## src/rtl/split_sched_pkg.sv

```systemverilog
// ---------------------------------------------------------------------------
// split_sched_pkg
//   Shared types and constants for the two-requester polynomial splitter
//   scheduler (split_sched) and its round-robin arbiter (rr_arb2).
//
//   Contents:
//     state_t          scheduler FSM states (IDLE, LAUNCH, WAIT, DELIVER)
//     M_DEFAULT        default polynomial width (nine GF(2^16) coefficients)
//     N_REQ            number of requesting clients
//     TIMEOUT_DEFAULT  default WAIT-state abort limit (timeout build only)
//     CNT_W            width of the WAIT-state cycle counter
// ---------------------------------------------------------------------------
package split_sched_pkg;

  localparam int M_DEFAULT       = 144;
  localparam int N_REQ           = 2;
  localparam int TIMEOUT_DEFAULT = 64;
  localparam int CNT_W           = 8;

  typedef enum logic [1:0] {
    IDLE    = 2'd0,
    LAUNCH  = 2'd1,
    WAIT    = 2'd2,
    DELIVER = 2'd3
  } state_t;

endpackage : split_sched_pkg

```

## src/rtl/split_sched_rr_arb2.sv

```systemverilog
// ---------------------------------------------------------------------------
// rr_arb2
//   Two-client round-robin winner selection, purely combinational. Shared by
//   the splitter scheduler and later shared ALU units.
//
//   Ports:
//     req     in  [1:0]  request levels of client 0 and client 1
//     last    in  1      index of the client served most recently
//     winner  out 1      index of the client to serve next
//
//   A lone request always wins; on a tie the client that was not served
//   last wins. With no request the output is 0 and must be ignored.
// ---------------------------------------------------------------------------
module rr_arb2
  import split_sched_pkg::*;
(
  input  logic [N_REQ-1:0] req,
  input  logic             last,
  output logic             winner
);

  // NOTE: every output of a combinational block gets a default before the
  // case; a path that leaves it unassigned would infer a latch.
  always_comb begin
    winner = 1'b0;
    case (req)
      2'b01:   winner = 1'b0;
      2'b10:   winner = 1'b1;
      2'b11:   winner = ~last;
      default: winner = 1'b0;
    endcase
  end

endmodule : rr_arb2

```

## src/rtl/split_sched.sv

```systemverilog
// ---------------------------------------------------------------------------
// split_sched
//   Round-robin scheduler in front of the single shared polynomial splitter
//   (T(x) = T0(x)^2 + x*T1(x)^2). Picks one of two clients, launches the
//   splitter with that client's polynomial, waits for completion, latches
//   both fragments and strobes a one-cycle ack back to the winner.
//
//   Parameters:
//     M        polynomial width in bits
//     TIMEOUT  WAIT-state cycle limit before abort (timeout build only)
//
//   Ports:
//     clk           in   1      clock, all logic on posedge
//     rst           in   1      synchronous active-high reset
//     req           in   2      per-client request level, held until ack
//     poly_0        in   M      client 0 polynomial, stable while req[0]
//     poly_1        in   M      client 1 polynomial, stable while req[1]
//     ack           out  2      one-hot, one-cycle result strobe
//     first_out     out  M      latched first fragment (T0)
//     second_out    out  M      latched second fragment (T1)
//     err           out  1      valid with ack, 1 = splitter timed out
//     busy          out  1      high in every state except IDLE
//     split_start   out  1      one-cycle start pulse to the splitter
//     split_poly    out  M      registered polynomial to the splitter
//     split_first   in   M      splitter first fragment
//     split_second  in   M      splitter second fragment
//     split_done    in   1      splitter completion pulse
//
//   Build option:
//     SPLIT_SCHED_TIMEOUT_EN  when defined, an 8-bit counter aborts WAIT
//                             after TIMEOUT cycles with err=1 and zeroed
//                             fragments; otherwise WAIT is unbounded and
//                             err is tied low.
// ---------------------------------------------------------------------------
module split_sched
  import split_sched_pkg::*;
#(
  parameter int M       = M_DEFAULT,
  parameter int TIMEOUT = TIMEOUT_DEFAULT
) (
  input  logic             clk,
  input  logic             rst,
  input  logic [N_REQ-1:0] req,
  input  logic [0:M-1]     poly_0,
  input  logic [0:M-1]     poly_1,
  output logic [N_REQ-1:0] ack,
  output logic [0:M-1]     first_out,
  output logic [0:M-1]     second_out,
  output logic             err,
  output logic             busy,
  output logic             split_start,
  output logic [0:M-1]     split_poly,
  input  logic [0:M-1]     split_first,
  input  logic [0:M-1]     split_second,
  input  logic             split_done
);

  state_t state;
  state_t state_nxt;

  logic gnt;      // client owning the current transaction
  logic last;     // client served most recently (round-robin history)
  logic winner;   // arbiter choice, only meaningful in IDLE with req != 0
  logic expire;   // WAIT limit reached without split_done
  logic err_q;    // outcome of the transaction being delivered

  rr_arb2 u_rr_arb2 (
    .req    (req),
    .last   (last),
    .winner (winner)
  );

`ifdef SPLIT_SCHED_TIMEOUT_EN
  logic [CNT_W-1:0] wait_cnt;

  // Counter is 0 in the first WAIT cycle, so expiry in cycle TIMEOUT-1
  // places DELIVER exactly TIMEOUT cycles after WAIT was entered.
  assign expire = (state == WAIT) && (wait_cnt == CNT_W'(TIMEOUT - 1));

  always_ff @(posedge clk) begin
    if (rst) begin
      wait_cnt <= '0;
      err_q    <= 1'b0;
    end else begin
      if (state == LAUNCH) begin
        wait_cnt <= '0;
      end else if (state == WAIT) begin
        wait_cnt <= wait_cnt + 1'b1;
      end
      // split_done takes priority over a coincident expiry.
      if (state == WAIT) begin
        if (split_done) begin
          err_q <= 1'b0;
        end else if (expire) begin
          err_q <= 1'b1;
        end
      end
    end
  end
`else
  assign expire = 1'b0;
  assign err_q  = 1'b0;
`endif

  // NOTE: sequential state uses non-blocking assignments so every register
  // samples pre-edge values regardless of statement order.
  always_ff @(posedge clk) begin
    if (rst) begin
      state <= IDLE;
    end else begin
      state <= state_nxt;
    end
  end

  always_comb begin
    state_nxt   = state;
    ack         = '0;
    busy        = 1'b1;
    split_start = 1'b0;
    err         = 1'b0;
    case (state)
      IDLE: begin
        busy = 1'b0;
        if (|req) begin
          state_nxt = LAUNCH;
        end
      end
      LAUNCH: begin
        split_start = 1'b1;
        state_nxt   = WAIT;
      end
      WAIT: begin
        // A split_done seen in any other state is ignored, which also
        // discards the completion of a run abandoned by reset.
        if (split_done || expire) begin
          state_nxt = DELIVER;
        end
      end
      DELIVER: begin
        ack[gnt]  = 1'b1;
        err       = err_q;
        state_nxt = IDLE;
      end
      default: state_nxt = IDLE;
    endcase
  end

  // Datapath: grant/polynomial capture, fragment capture, round-robin
  // history. Fragments hold until the next capture.
  always_ff @(posedge clk) begin
    if (rst) begin
      gnt        <= 1'b0;
      last       <= 1'b1;   // client 0 wins the first tie after reset
      split_poly <= '0;
      first_out  <= '0;
      second_out <= '0;
    end else begin
      case (state)
        IDLE: begin
          if (|req) begin
            gnt        <= winner;
            split_poly <= winner ? poly_1 : poly_0;
          end
        end
        WAIT: begin
          if (split_done) begin
            first_out  <= split_first;
            second_out <= split_second;
          end else if (expire) begin
            first_out  <= '0;
            second_out <= '0;
          end
        end
        DELIVER: begin
          last <= gnt;
        end
        default: ;
      endcase
    end
  end

endmodule : split_sched

```

## config.mk

```make
export PLATFORM = sky130hd
export DESIGN_NAME = split_sched
export DESIGN_NICKNAME = d
export VERILOG_FILES = /design/src/rtl/split_sched_pkg.sv /design/src/rtl/split_sched_rr_arb2.sv /design/src/rtl/split_sched.sv
export SDC_FILE = /design/constraint.sdc
export NUM_CORES = 1
export LEC_CHECK = 0
export ABC_AREA = 1
export CAP_MARGIN = 10
export CORE_AREA = 8 8 389 391
export DETAILED_ROUTE_END_ITERATION = 12
export DIE_AREA = 0 0 397 399
export SYNTH_ARGS = -nofsm -noshare
export SYNTH_HDL_FRONTEND = slang
export SYNTH_HIERARCHICAL = 1
export SYNTH_SLANG_ARGS = --single-unit
```

## constraint.sdc

```tcl
create_clock -name clk -period 1.9 [get_ports clk]
set_clock_uncertainty 0.1 [all_clocks]
set_input_delay 0.38 -clock clk [delete_from_list [all_inputs] [get_ports clk]]
set_output_delay 0.38 -clock clk [all_outputs]
set_load 0.05 [all_outputs]
```

==> summary.txt, run 1 <==
CTS
  – CTS Hold Bufs: 0
  – CTS root buf: clkbuf_16
  – TritonCTS Sinks: 436
  – CTS Buffer Depth: 3
  – CTS tree: yes
  – Clock edge transition at the registers on the reported setup and hold paths: 0.06 ns
  – H-tree levels: 2
  – Skew-Pair Late Insertion Delay: 0.62 ns
  – TritonCTS buffer count: 52

Worst setup path
  – Worst setup SP type: flop
  – WP data required: 1.42 ns
  – CP Cell Sequence: inv_1, buf_4, ha_4, inv_4, buf_12
  – Critical Path Fanout Max: 2
  – Critical Path AT: 1.50 ns
  – CP max-delay cell: dfxtp_2
  – Critical path class: reg2out
  – Worst path top cell family by delay: buffers and inverters
  – CP endpoint kind: primary output
  – Slowest stage delay, CP: 0.33 ns
  – Critical path buffer and inverter count: 4

Die
  – # IOs: 1018
  – Core area: 0.145 sq mm
  – Chip height: 399 microns
  – Row count: 140
  – Die X: 397 microns
  – Area of the die: 0.158 sq mm
  – Initial Util: 0.120

GRT
  – Total congestion overflow: 0
  – Pin count of the biggest net entering global routing: 111
  – GR Util All Layers: 0.116
  – Initial antenna violation count: 13
  – Number of global-route vias before repair: 19300
  – First-pass GRT wire length: 137000 microns

Pwr
  – Cell internal pwr: 25.1 mW
  – Cell Pwr Density: 1460 mW/mm^2
  – Leak pwr: 13.5 nW
  – Sw frac: 0.456
  – Logic gate share of total power: 0.488
  – Sw power: 21.1 mW
  – Register share of total power: 0.283
  – Clock power share: 0.228
  – VDD IR-drop max: 697 uV

Timing
  – Fin Hold WS: 0.206 ns
  – Final setup viols: 4
  – Final hold vios: 0
  – Fin. max-slew vios: 0
  – Fmax: 0.505 GHz
  – RSZ-0062 raised after global routing: true
  – Worst-margin pin slew: 0.622 ns
  – Final period utilization: 1.04
  – Final Critical Period: 1.98 ns
  – PnR worst setup slack: -0.0782 ns
  – Worst relative slew slack: 0.585
  – Setup_tns: -0.271 ns

Yosys
  – Most frequent cell after synthesis: nor2_1
  – Asr flop ratio synth: 0
  – Yosys top cell by area: dfxtp_1
  – Synth Cell Area: 0.0174 sq mm
  – Commonest cells in the netlist: 871 x nor2_1, 436 x dfxtp_1, 430 x o21ai_0, 151 x inv_1, 151 x nand2_1
  – #FFs+latches synth: 436
  – Sequential share of the synthesized area: 0.503
  – Gate Count Post-Synth: 2376
  – Syn Nets: 2962
  – Post-synth EDFFs: 0
  – Unique masters post-synth: 21
  – Area contributors post-synth: dfxtp_1 50%, nor2_1 19%, o21ai_0 12%, o21bai_1 6.2%, inv_1 3.3%
  – Average size of a mapped cell: 7.31 sq um
  – Post-synth top area share: 0.503
  – Post-synth top flop: dfxtp_1
  – Synthesis Warnings: 6

Cells and area
  – Nets: 4002
  – Final Util: 0.218
  – Multi-input combinational cell area: 0.00728 sq mm
  – Layout cell share with drive strength beyond 1: 0.199
  – P&R area growth vs syn: 82.1%
  – Fin area: 0.0316 sq mm
  – Register area: 0.00874 sq mm
  – Fillers: 16000

Detailed routing
  – Final ANT Viol Nets: 0
  – Avg WL per Cell: 18.4 microns
  – Routed vias/inst: 3.61
  – First-pass DRT Iterations: 5
  – Iter 0 DRT Violations: 1122
  – Via Count: 19400
  – DR DRC count: 0
  – WL final: 99300 microns

Place
  – Routability cong.: 0.937
  – Pre-CTS setup slack: -0.354 ns
  – DP Area: 0.0296 sq mm
  – PortBufs: 1016
  – Dpl hpwl: 80500 microns

Min path
  – Type of the worst min-delay path: in2reg

Run status
  – Failing checks: setup timing
  – Status: finished, violations left

Flow run
  – Max Cap Violations: 0
[cells in the final DEF, fill, tap and decap left out, types with 3 or more instances in the layout]
cell type        instances
o21bai_1               144
clkbuf_8                14
inv_16                   3
bufinv_16                4
o21ai_1                 10
o21ai_0                423
clkdlybuf4s50_1        579
ha_4                     3
clkinv_2                 6
inv_1                  148
buf_6                    7
dfxtp_1                427
buf_12                  43
dfxtp_2                  9
nor2_1                 870
inv_2                    3
nand2_1                150
buf_4                  526
diode_2                 10
clkbuf_1                14
clkbuf_16               54
[per-stage QoR]
stage	std cells	total power, mW
after floorplan	2376	26.2
after global placement	5273	35.6
after detailed placement	5273	35.7
after CTS	5371	46.8
after global routing	5379	48.7
final	5385	46.2
[worst paths after layout]
kind / start / end / slack, ns / cells past startpoint
max: state[0] / busy / -0.08 / 5
min: rst / first_out[134] / 0.21 / 5
max reg2reg: state[1] / split_poly[76] / 0.11 / 10
min reg2reg: first_out[14] / first_out[14] / 0.38 / 2
[cell families (layout without fill, tap and decap cells)]
logic type,Yosys count,in the layout,synth area share
AND/OR/NAND/NOR,1026,1026,0.223
AO/OA/AOI/OAI,581,581,0.189
flip-flops,436,436,0.503
buffers and inverters,327,1409,0.0817
adder cells (fa/ha/maj),5,5,0.00360
other,1,11,0.000216
[metal layers]
metal / global-route usage / share of wire / wire (microns)
met1: 0.136 / 0.40 / 39400
met2: 0.187 / 0.46 / 46100
met3: 0.0556 / 0.12 / 11400
met4: 0.0338 / 0.024 / 2340
met5: 0 / 0.00053 / 53
[timing repair]
action                     CTS  global route
setup endpoints to repair   13            57
setup buffers                2             2
pin swaps                    3             2
resized for setup           26            14
cloned                       0             2
[flip-flops by register name, indices dropped and copies added, names as in the netlist]
signal and count:
last 1, state 2, gnt 1, first_out 144, second_out 144, split_poly 144
[area by class of cell]
cell class | count | area share
diodes | 10 | 0.000791
clock buffers | 80 | 0.0489
clock inverters | 16 | 0.00776
inverters | 154 | 0.0191
multi-input cells | 1613 | 0.230
flip-flops and latches | 436 | 0.276
well taps | 1917 | 0.0759
repair buffers | 1159 | 0.341
[worst min-delay path, cell delays in order]
cell and delay, ns:
buf_4 0.16, inv_8 0.07, buf_4 0.17, o21ai_0 0.08
nor2_1 0.04
[power by group through the flow]
stage	clock network, mW	logic (mW)	registers [mW]
detailed placement	0	22.5	13.2
finish	10.6	22.6	13.1
global route	11.3	24.0	13.4
CTS	11.0	22.7	13.1
floorplan	0	5.43	20.8
global placement	0	22.4	13.2
Power figures use the tool's default switching activity.
==> run 2, diff against run 1 <==
REMOVE_ABC_BUFFERS = 1   (was not set)
==> summary.txt, run 2 (synthesis results as in run 1) <==
Run status
  – Status: finished, violations left (unchanged)
  – Failing checks: setup timing (unchanged)

Place
  – PortBufs: 1016 (unchanged)
  – DP Cell Count: 5241 (was 5273)
  – Pre-CTS setup slack: -0.446 ns (was -0.354 ns)
  – Dpl hpwl: 107000 microns (was 80500 microns)
  – Routability cong.: 0.908 (was 0.937)

Detailed routing
  – WL final: 128000 microns (was 99300 microns)
  – Avg WL per Cell: 23.8 microns (was 18.4 microns)
  – Routed vias/inst: 3.73 (was 3.61)
  – Iter 0 DRT Violations: 1269 (was 1122)
  – Via Count: 20100 (was 19400)
  – Final ANT Viol Nets: 0 (unchanged)
  – First-pass DRT Iterations: 5 (unchanged)
  – DR DRC count: 0 (unchanged)

Worst setup path
  – Critical path buffer and inverter count: 3 (was 4)
  – CP max-delay cell: dfxtp_2 (unchanged)
  – Critical Path Fanout Max: 3 (was 2)
  – Worst path top cell family by delay: flip-flops (was buffers and inverters)
  – Setup crit start: state[0] (unchanged)
  – Worst R2R Path Depth: 9 (was 10)
  – Worst reg2reg path startpoint: state[0] (was state[1])
  – Slowest stage delay, CP: 0.33 ns (about the same)
  – Worst setup SP type: flop (unchanged)
  – CP Cell Sequence: buf_6, ha_4, inv_2, nor2_4, buf_12 (was inv_1, buf_4, ha_4, inv_4, buf_12)
  – WP data required: 1.42 ns (about the same)
  – Critical Path AT: 1.50 ns (about the same)
  – CP endpoint kind: primary output (unchanged)
  – Critical path class: reg2out (unchanged)
  – R2r setup slk: -0.04 ns (was 0.11 ns)
  – Levels on crit path: 5 (unchanged)
  – CP endpoint: ack[0] (was busy)
  – FF-to-FF End: split_poly[44] (was split_poly[76])

CTS
  – H-tree levels: 2 (unchanged)
  – CTS Buffer Depth: 3 (unchanged)
  – CTS tree: yes (unchanged)
  – Clock edge transition at the registers on the reported setup and hold paths: 0.06 ns (about the same)
  – CTS root buf: clkbuf_16 (unchanged)
  – Skew-Pair Late Insertion Delay: 0.64 ns (was 0.62 ns)
  – TritonCTS buffer count: 54 (was 52)
  – TritonCTS Sinks: 436 (unchanged)

Cells and area
  – P&R area growth vs syn: 83.4% (was 82.1%)
  – Layout cell share with drive strength beyond 1: 0.191 (was 0.199)
  – Commonest non-fill, non-tap cell in the layout: nor2_1 (unchanged)
  – Layout Cells excl Fill: 5383 (was 5385)
  – Nets: 3977 (was 4002)
  – Commonest cells after routing, fill and taps aside: 870 x nor2_1, 579 x clkdlybuf4s50_1, 477 x buf_4, 434 x dfxtp_1, 420 x o21ai_0 (was 870 x nor2_1, 579 x clkdlybuf4s50_1, 526 x buf_4, 427 x dfxtp_1, 423 x o21ai_0)
  – Registers with the most flip-flops: first_out: 144 flops, second_out: 144 flops, split_poly: 144 flops (unchanged)
  – Fillers: 16000 (about the same)

Timing
  – Final period utilization: 1.04 (about the same)
  – Setup_tns: -1.12 ns (was -0.271 ns)
  – PnR worst setup slack: -0.0807 ns (was -0.0782 ns)
  – Fin Hold WS: 0.254 ns (was 0.206 ns)
  – RSZ-0062 raised after global routing: true (unchanged)
  – Final hold vios: 0 (unchanged)
  – Final Critical Period: 1.98 ns (about the same)
  – Fin. max-slew vios: 0 (unchanged)
  – Fmax: 0.505 GHz (about the same)
  – Final setup viols: 52 (was 4)

Pwr
  – Cell internal pwr: 25.5 mW (was 25.1 mW)
  – Sw frac: 0.462 (was 0.456)
  – Cell Pwr Density: 1490 mW/mm^2 (was 1460 mW/mm^2)
  – Sw power: 21.9 mW (was 21.1 mW)
  – Clock power share: 0.230 (was 0.228)
  – Register share of total power: 0.277 (was 0.283)
  – Logic gate share of total power: 0.493 (was 0.488)
  – VDD IR-drop max: 920 uV (was 697 uV)
  – Post-layout total power: 47.3 mW (was 46.2 mW)
  – Leak pwr: 13.5 nW (about the same)

GRT
  – Total congestion overflow: 0 (unchanged)
  – Initial antenna violation count: 126 (was 13)
  – Number of global-route vias before repair: 19200 (was 19300)
  – GR Util All Layers: 0.150 (was 0.116)
  – Pin count of the biggest net entering global routing: 98 (was 111)
  – First-pass GRT wire length: 167000 microns (was 137000 microns)

Min path
  – Type of the worst min-delay path: in2reg (unchanged)
  – Hold Path Origin: split_first[10] (was rst)

Flow run
  – Max Cap Violations: 0 (unchanged)

Die
  – Core area: 0.145 sq mm (unchanged)
  – Area of the die: 0.158 sq mm (unchanged)
  – Die X: 397 microns (unchanged)
  – Row count: 140 (unchanged)
  – # IOs: 1018 (unchanged)
  – Chip height: 399 microns (unchanged)
  – Initial Util: 0.120 (unchanged)
-- run 2: cell count changes in the layout (fill, tap and decap cells not counted), sizes merged --
| cell | delta |
|---|---|
| clkinvlp | +1 |
| clkbuf | +1 |
| bufinv | +1 |
| dlygate4sd3 | +1 |
| clkinv | +3 |
| diode | +20 |
| buf | -28 |
| inv | -1 |
-- run 2: how the worst min path moves through the flow --
stage	to	slack (ns)	cells after the start
6_report	first_out[10]	0.25	3
5_1_grt	first_out[11]	0.23	3
4_1_cts	first_out[69]	0.18	3
3_5_place_dp	second_out[51]	0.37	2
3_3_place_gp	second_out[22]	0.36	2
2_1_floorplan	last	0.35	2
-- run 2: worst reg2reg max path, stage by stage, from the launching register on --
cell	delay, ns
dfxtp_2	0.32
buf_4	0.13
inv_4	0.06
ha_4	0.16
inv_6	0.04
buf_4	0.14
nor2_4	0.27
buf_6	0.44
o21bai_1	0.11
nor2_1	0.11
-- run 2: metal layers --
metal / routed length [microns] / up-vias / GRT usage
met5: 138 / - / 0
met4: 3870 / 20 / 0.0343
met3: 15200 / 268 / 0.0764
met2: 62000 / 922 / 0.262
met1: 47100 / 9330 / 0.162
li1: - / 9562 / -
-- run 2: power by group through the flow --
stage | combinational [mW] | sequential [mW] | clock [mW]
2_1_floorplan | 5.20 | 20.8 | 0
3_3_place_gp | 23.2 | 13.2 | 0
3_5_place_dp | 23.2 | 13.2 | 0
4_1_cts | 23.4 | 13.1 | 11.3
5_1_grt | 24.7 | 13.4 | 11.6
6_report | 23.3 | 13.1 | 10.9
-- run 2: final cells by class --
type	instances	area [sq um]	share of cell area
Timing Repair Buffer	1132	10900	0.341
Sequential cell	436	8730	0.274
Multi-Input combinational cell	1613	7280	0.229
Tap cell	1917	2400	0.0754
Clock buffer	81	1570	0.0494
Inverter	154	612	0.0192
Clock inverter	20	295	0.00928
Antenna cell	30	75.1	0.00236
-- run 2: repair_timing --
action                                  CTS  global route
endpoints found under the setup margin  215            20
resized for setup                        28            11
endpoints found under the hold margin     1             0
setup buffers                             4             4
pin swaps                                 4             4
hold buffers                              1             0
gates cloned                              0             3
-- run 2: per-stage QoR --
| stage | area, sq um | util |
|---|---|---|
| CTS | 31600 | 0.218 |
| floorplan | 16500 | - |
| detailed placement | 29700 | 0.205 |
| finish | 31800 | 0.220 |
| global route | 31800 | 0.219 |
| global placement | 29700 | 0.205 |
==> run 3, diff against run 2 <==
ABC_AREA = not set   (was 1)
==> summary.txt, run 3 <==
GRT
  – Number of global-route vias before repair: 17900 (was 19200)
  – Total congestion overflow: 0 (unchanged)
  – Pin count of the biggest net entering global routing: 68 (was 98)
  – GR Util All Layers: 0.150 (about the same)
  – First-pass GRT wire length: 163000 microns (was 167000 microns)
  – Initial antenna violation count: 72 (was 126)

CTS
  – Skew-Pair Late Insertion Delay: 0.63 ns (was 0.64 ns)
  – CTS Buffer Depth: 3 (unchanged)
  – H-tree levels: 2 (unchanged)
  – Clock edge transition at the registers on the reported setup and hold paths: 0.07 ns (was 0.06 ns)
  – CTS tree: yes (unchanged)
  – TritonCTS Sinks: 436 (unchanged)
  – CTS root buf: clkbuf_16 (unchanged)
  – TritonCTS buffer count: 55 (was 54)

Place
  – PortBufs: 1016 (unchanged)
  – Pre-CTS setup slack: -0.241 ns (was -0.446 ns)
  – Routability cong.: 0.905 (was 0.908)
  – Dpl hpwl: 112000 microns (was 107000 microns)

Timing
  – RSZ-0062 raised after global routing: true (unchanged)
  – Worst-margin pin slew: 0.568 ns
  – Final hold vios: 0 (unchanged)
  – Final setup viols: 4 (was 52)
  – Final Critical Period: 2.01 ns (was 1.98 ns)
  – PnR worst setup slack: -0.107 ns (was -0.0807 ns)
  – Final period utilization: 1.06 (was 1.04)
  – Worst relative slew slack: 0.622
  – Fmax: 0.498 GHz (was 0.505 GHz)
  – Fin. max-slew vios: 0 (unchanged)

Min path
  – Type of the worst min-delay path: in2reg (unchanged)

Die
  – Die X: 397 microns (unchanged)
  – # IOs: 1018 (unchanged)
  – Row count: 140 (unchanged)
  – Core area: 0.145 sq mm (unchanged)
  – Chip height: 399 microns (unchanged)
  – Initial Util: 0.113 (was 0.120)
  – Area of the die: 0.158 sq mm (unchanged)

Pwr
  – Cell Pwr Density: 1350 mW/mm^2 (was 1490 mW/mm^2)
  – VDD IR-drop max: 599 uV (was 920 uV)
  – Leak pwr: 11.6 nW (was 13.5 nW)

Yosys
  – Sequential share of the synthesized area: 0.533 (was 0.503)
  – Gate Count Post-Synth: 1921 (was 2376)
  – Synth Cell Area: 0.0164 sq mm (was 0.0174 sq mm)
  – #FFs+latches synth: 436 (unchanged)
  – Post-synth top flop: dfxtp_1 (unchanged)
  – Commonest cells in the netlist: 576 x nand2_1, 436 x dfxtp_1, 289 x a21oi_1, 147 x nor2_1, 146 x mux2i_1 (was 871 x nor2_1, 436 x dfxtp_1, 430 x o21ai_0, 151 x inv_1, 151 x nand2_1)
  – Simple-gate area share of the yosys netlist: 0.168 (was 0.223)
  – Largest family of logic cells by synthesized area: simple AND/OR/NAND/NOR gates (unchanged)
  – Post-synth top area share: 0.533 (was 0.503)
  – Most frequent cell after synthesis: nand2_1 (was nor2_1)
  – Average size of a mapped cell: 8.53 sq um (was 7.31 sq um)
  – Synth Area in Compound Gates: 0.157 (was 0.189)
  – Synthesis Warnings: 6 (unchanged)
  – XOR/XNOR Fraction of Synth Area: 0 (unchanged)
  – Post-synth EDFFs: 0 (unchanged)
  – Area contributors post-synth: dfxtp_1 53%, nand2_1 13%, mux2i_1 8.9%, a21oi_1 8.8%, a211oi_1 6.6% (was dfxtp_1 50%, nor2_1 19%, o21ai_0 12%, o21bai_1 6.2%, inv_1 3.3%)
  – Unique masters post-synth: 22 (was 21)
  – Mux cell area share after synthesis: 0.0892 (was 0)
  – Asr flop ratio synth: 0 (unchanged)
  – Post-Synth Adder-Cell Area: 0.00382 (was 0.00360)
  – Yosys top cell by area: dfxtp_1 (unchanged)

Cells and area
  – Nets: 3517 (was 3977)
  – P&R area growth vs syn: 87.7% (was 83.4%)
  – Final Util: 0.212 (was 0.220)
  – Layout cell share with drive strength beyond 1: 0.215 (was 0.191)
  – Commonest cells after routing, fill and taps aside: 579 x clkdlybuf4s50_1, 576 x nand2_1, 451 x buf_4, 432 x dfxtp_1, 289 x a21oi_1 (was 870 x nor2_1, 579 x clkdlybuf4s50_1, 477 x buf_4, 434 x dfxtp_1, 420 x o21ai_0)
  – Registers with the most flip-flops: first_out: 144 flops, second_out: 144 flops, split_poly: 144 flops (unchanged)
  – Fillers: 16000 (about the same)
  – Commonest non-fill, non-tap cell in the layout: clkdlybuf4s50_1 (was nor2_1)

Worst setup path
  – CP endpoint kind: primary output (unchanged)
  – Worst path top cell family by delay: flip-flops (unchanged)
  – Worst setup SP type: flop (unchanged)
  – Critical Path Fanout Max: 2 (was 3)
  – Critical Path AT: 1.53 ns (was 1.50 ns)
  – Critical path buffer and inverter count: 2 (was 3)
  – CP max-delay cell: dfxtp_2 (unchanged)
  – WP data required: 1.42 ns (about the same)
  – Critical path class: reg2out (unchanged)
  – Slowest stage delay, CP: 0.32 ns (was 0.33 ns)
  – CP Cell Sequence: buf_6, ha_4, and2_4, buf_12 (was buf_6, ha_4, inv_2, nor2_4, buf_12)

Run status
  – Status: finished, violations left (unchanged)
  – Failing checks: setup timing (unchanged)

Detailed routing
  – First-pass DRT Iterations: 6 (was 5)
  – Via Count: 18200 (was 20100)
  – WL final: 127000 microns (was 128000 microns)
  – Iter 0 DRT Violations: 1192 (was 1269)
  – Final ANT Viol Nets: 0 (unchanged)
  – Avg WL per Cell: 26.0 microns (was 23.8 microns)
  – Routed vias/inst: 3.71 (was 3.73)
  – DR DRC count: 0 (unchanged)

Flow run
  – Max Cap Violations: 0 (unchanged)
[run 3: cell families (layout without fill, tap and decap cells)]
logic type               after synthesis  in the layout
flip-flops                           436            436
adder cells (fa/ha/maj)                5              5
buffers and inverters                166           1219
multiplexers                         146            146
other                                  1             19
AND/OR/NAND/NOR                      729            729
AO/OA/AOI/OAI                        438            438
[run 3: worst min-delay path, delay by kind of cell]
family | cells | cell delay, ns
and+or+nand+nor | 1 | 0.05
buffers and inverters | 1 | 0.39
AOI/OAI and AO/OA | 1 | 0.05
[run 3: cell type report]
type / count / area (sq um) / share of cell area
antenna: 18 / 45.0 / 0.00147
tap: 1917 / 2400 / 0.0780
inverter: 5 / 21.3 / 0.000692
clock buffer: 82 / 1620 / 0.0526
sequential: 436 / 8740 / 0.284
multi-input combinational: 1319 / 6930 / 0.226
clock inverter: 18 / 189 / 0.00615
timing repair buffer: 1114 / 10800 / 0.351
[run 3: where the power goes]
group | total, mW | internal (mW) | switching (mW)
logic | 18.7 | 6.28 | 12.4
clock network | 10.6 | 6.05 | 4.51
registers | 12.1 | 10.9 | 1.23
[run 3: stage by stage]
stage / hold WS, ns / std cells / total power, mW / TNS, ns / cell area [sq um]
after global placement: 0.342 / 4787 / 31.0 / -30.67 / 28800
final: 0.179 / 4909 / 41.4 / -0.296 / 30700
after detailed placement: 0.348 / 4787 / 31.2 / -35.22 / 28800
after floorplan: 0.349 / 1760 / 18.2 / -1913.05 / 15600
after global routing: 0.141 / 4897 / 43.3 / -0.634 / 30700
after CTS: 0.110 / 4890 / 42.1 / -0.657 / 30700
[run 3: timing repair]
| item | in CTS | in global routing |
|---|---|---|
| hold buffers | 1 | 0 |
| cloned | 0 | 0 |
| buffers inserted | 2 | 1 |
| setup endpoints to repair | 7 | 44 |
| endpoints found under the hold margin | 9 | 0 |
| pin swaps | 2 | 2 |
| gates resized for setup | 20 | 4 |
[run 3: final timing paths]
path	cells after the start	slack, ns	startpoint	end
worst max-delay path	4	-0.11	state[0]	ack[1]
worst min-delay path	3	0.18	split_first[87]	first_out[87]
worst min register to register	2	0.35	second_out[132]	second_out[132]
worst max register to register	7	0.06	state[0]	first_out[104]
[run 3: routing by layer]
| layer | wire [microns] | up-vias | GRT usage |
|---|---|---|---|
| met4 | 4700 | 12 | 0.0423 |
| li1 | - | 8511 | - |
| met1 | 45200 | 8603 | 0.156 |
| met2 | 60600 | 867 | 0.259 |
| met3 | 16900 | 239 | 0.0874 |
| met5 | 82 | - | 0 |
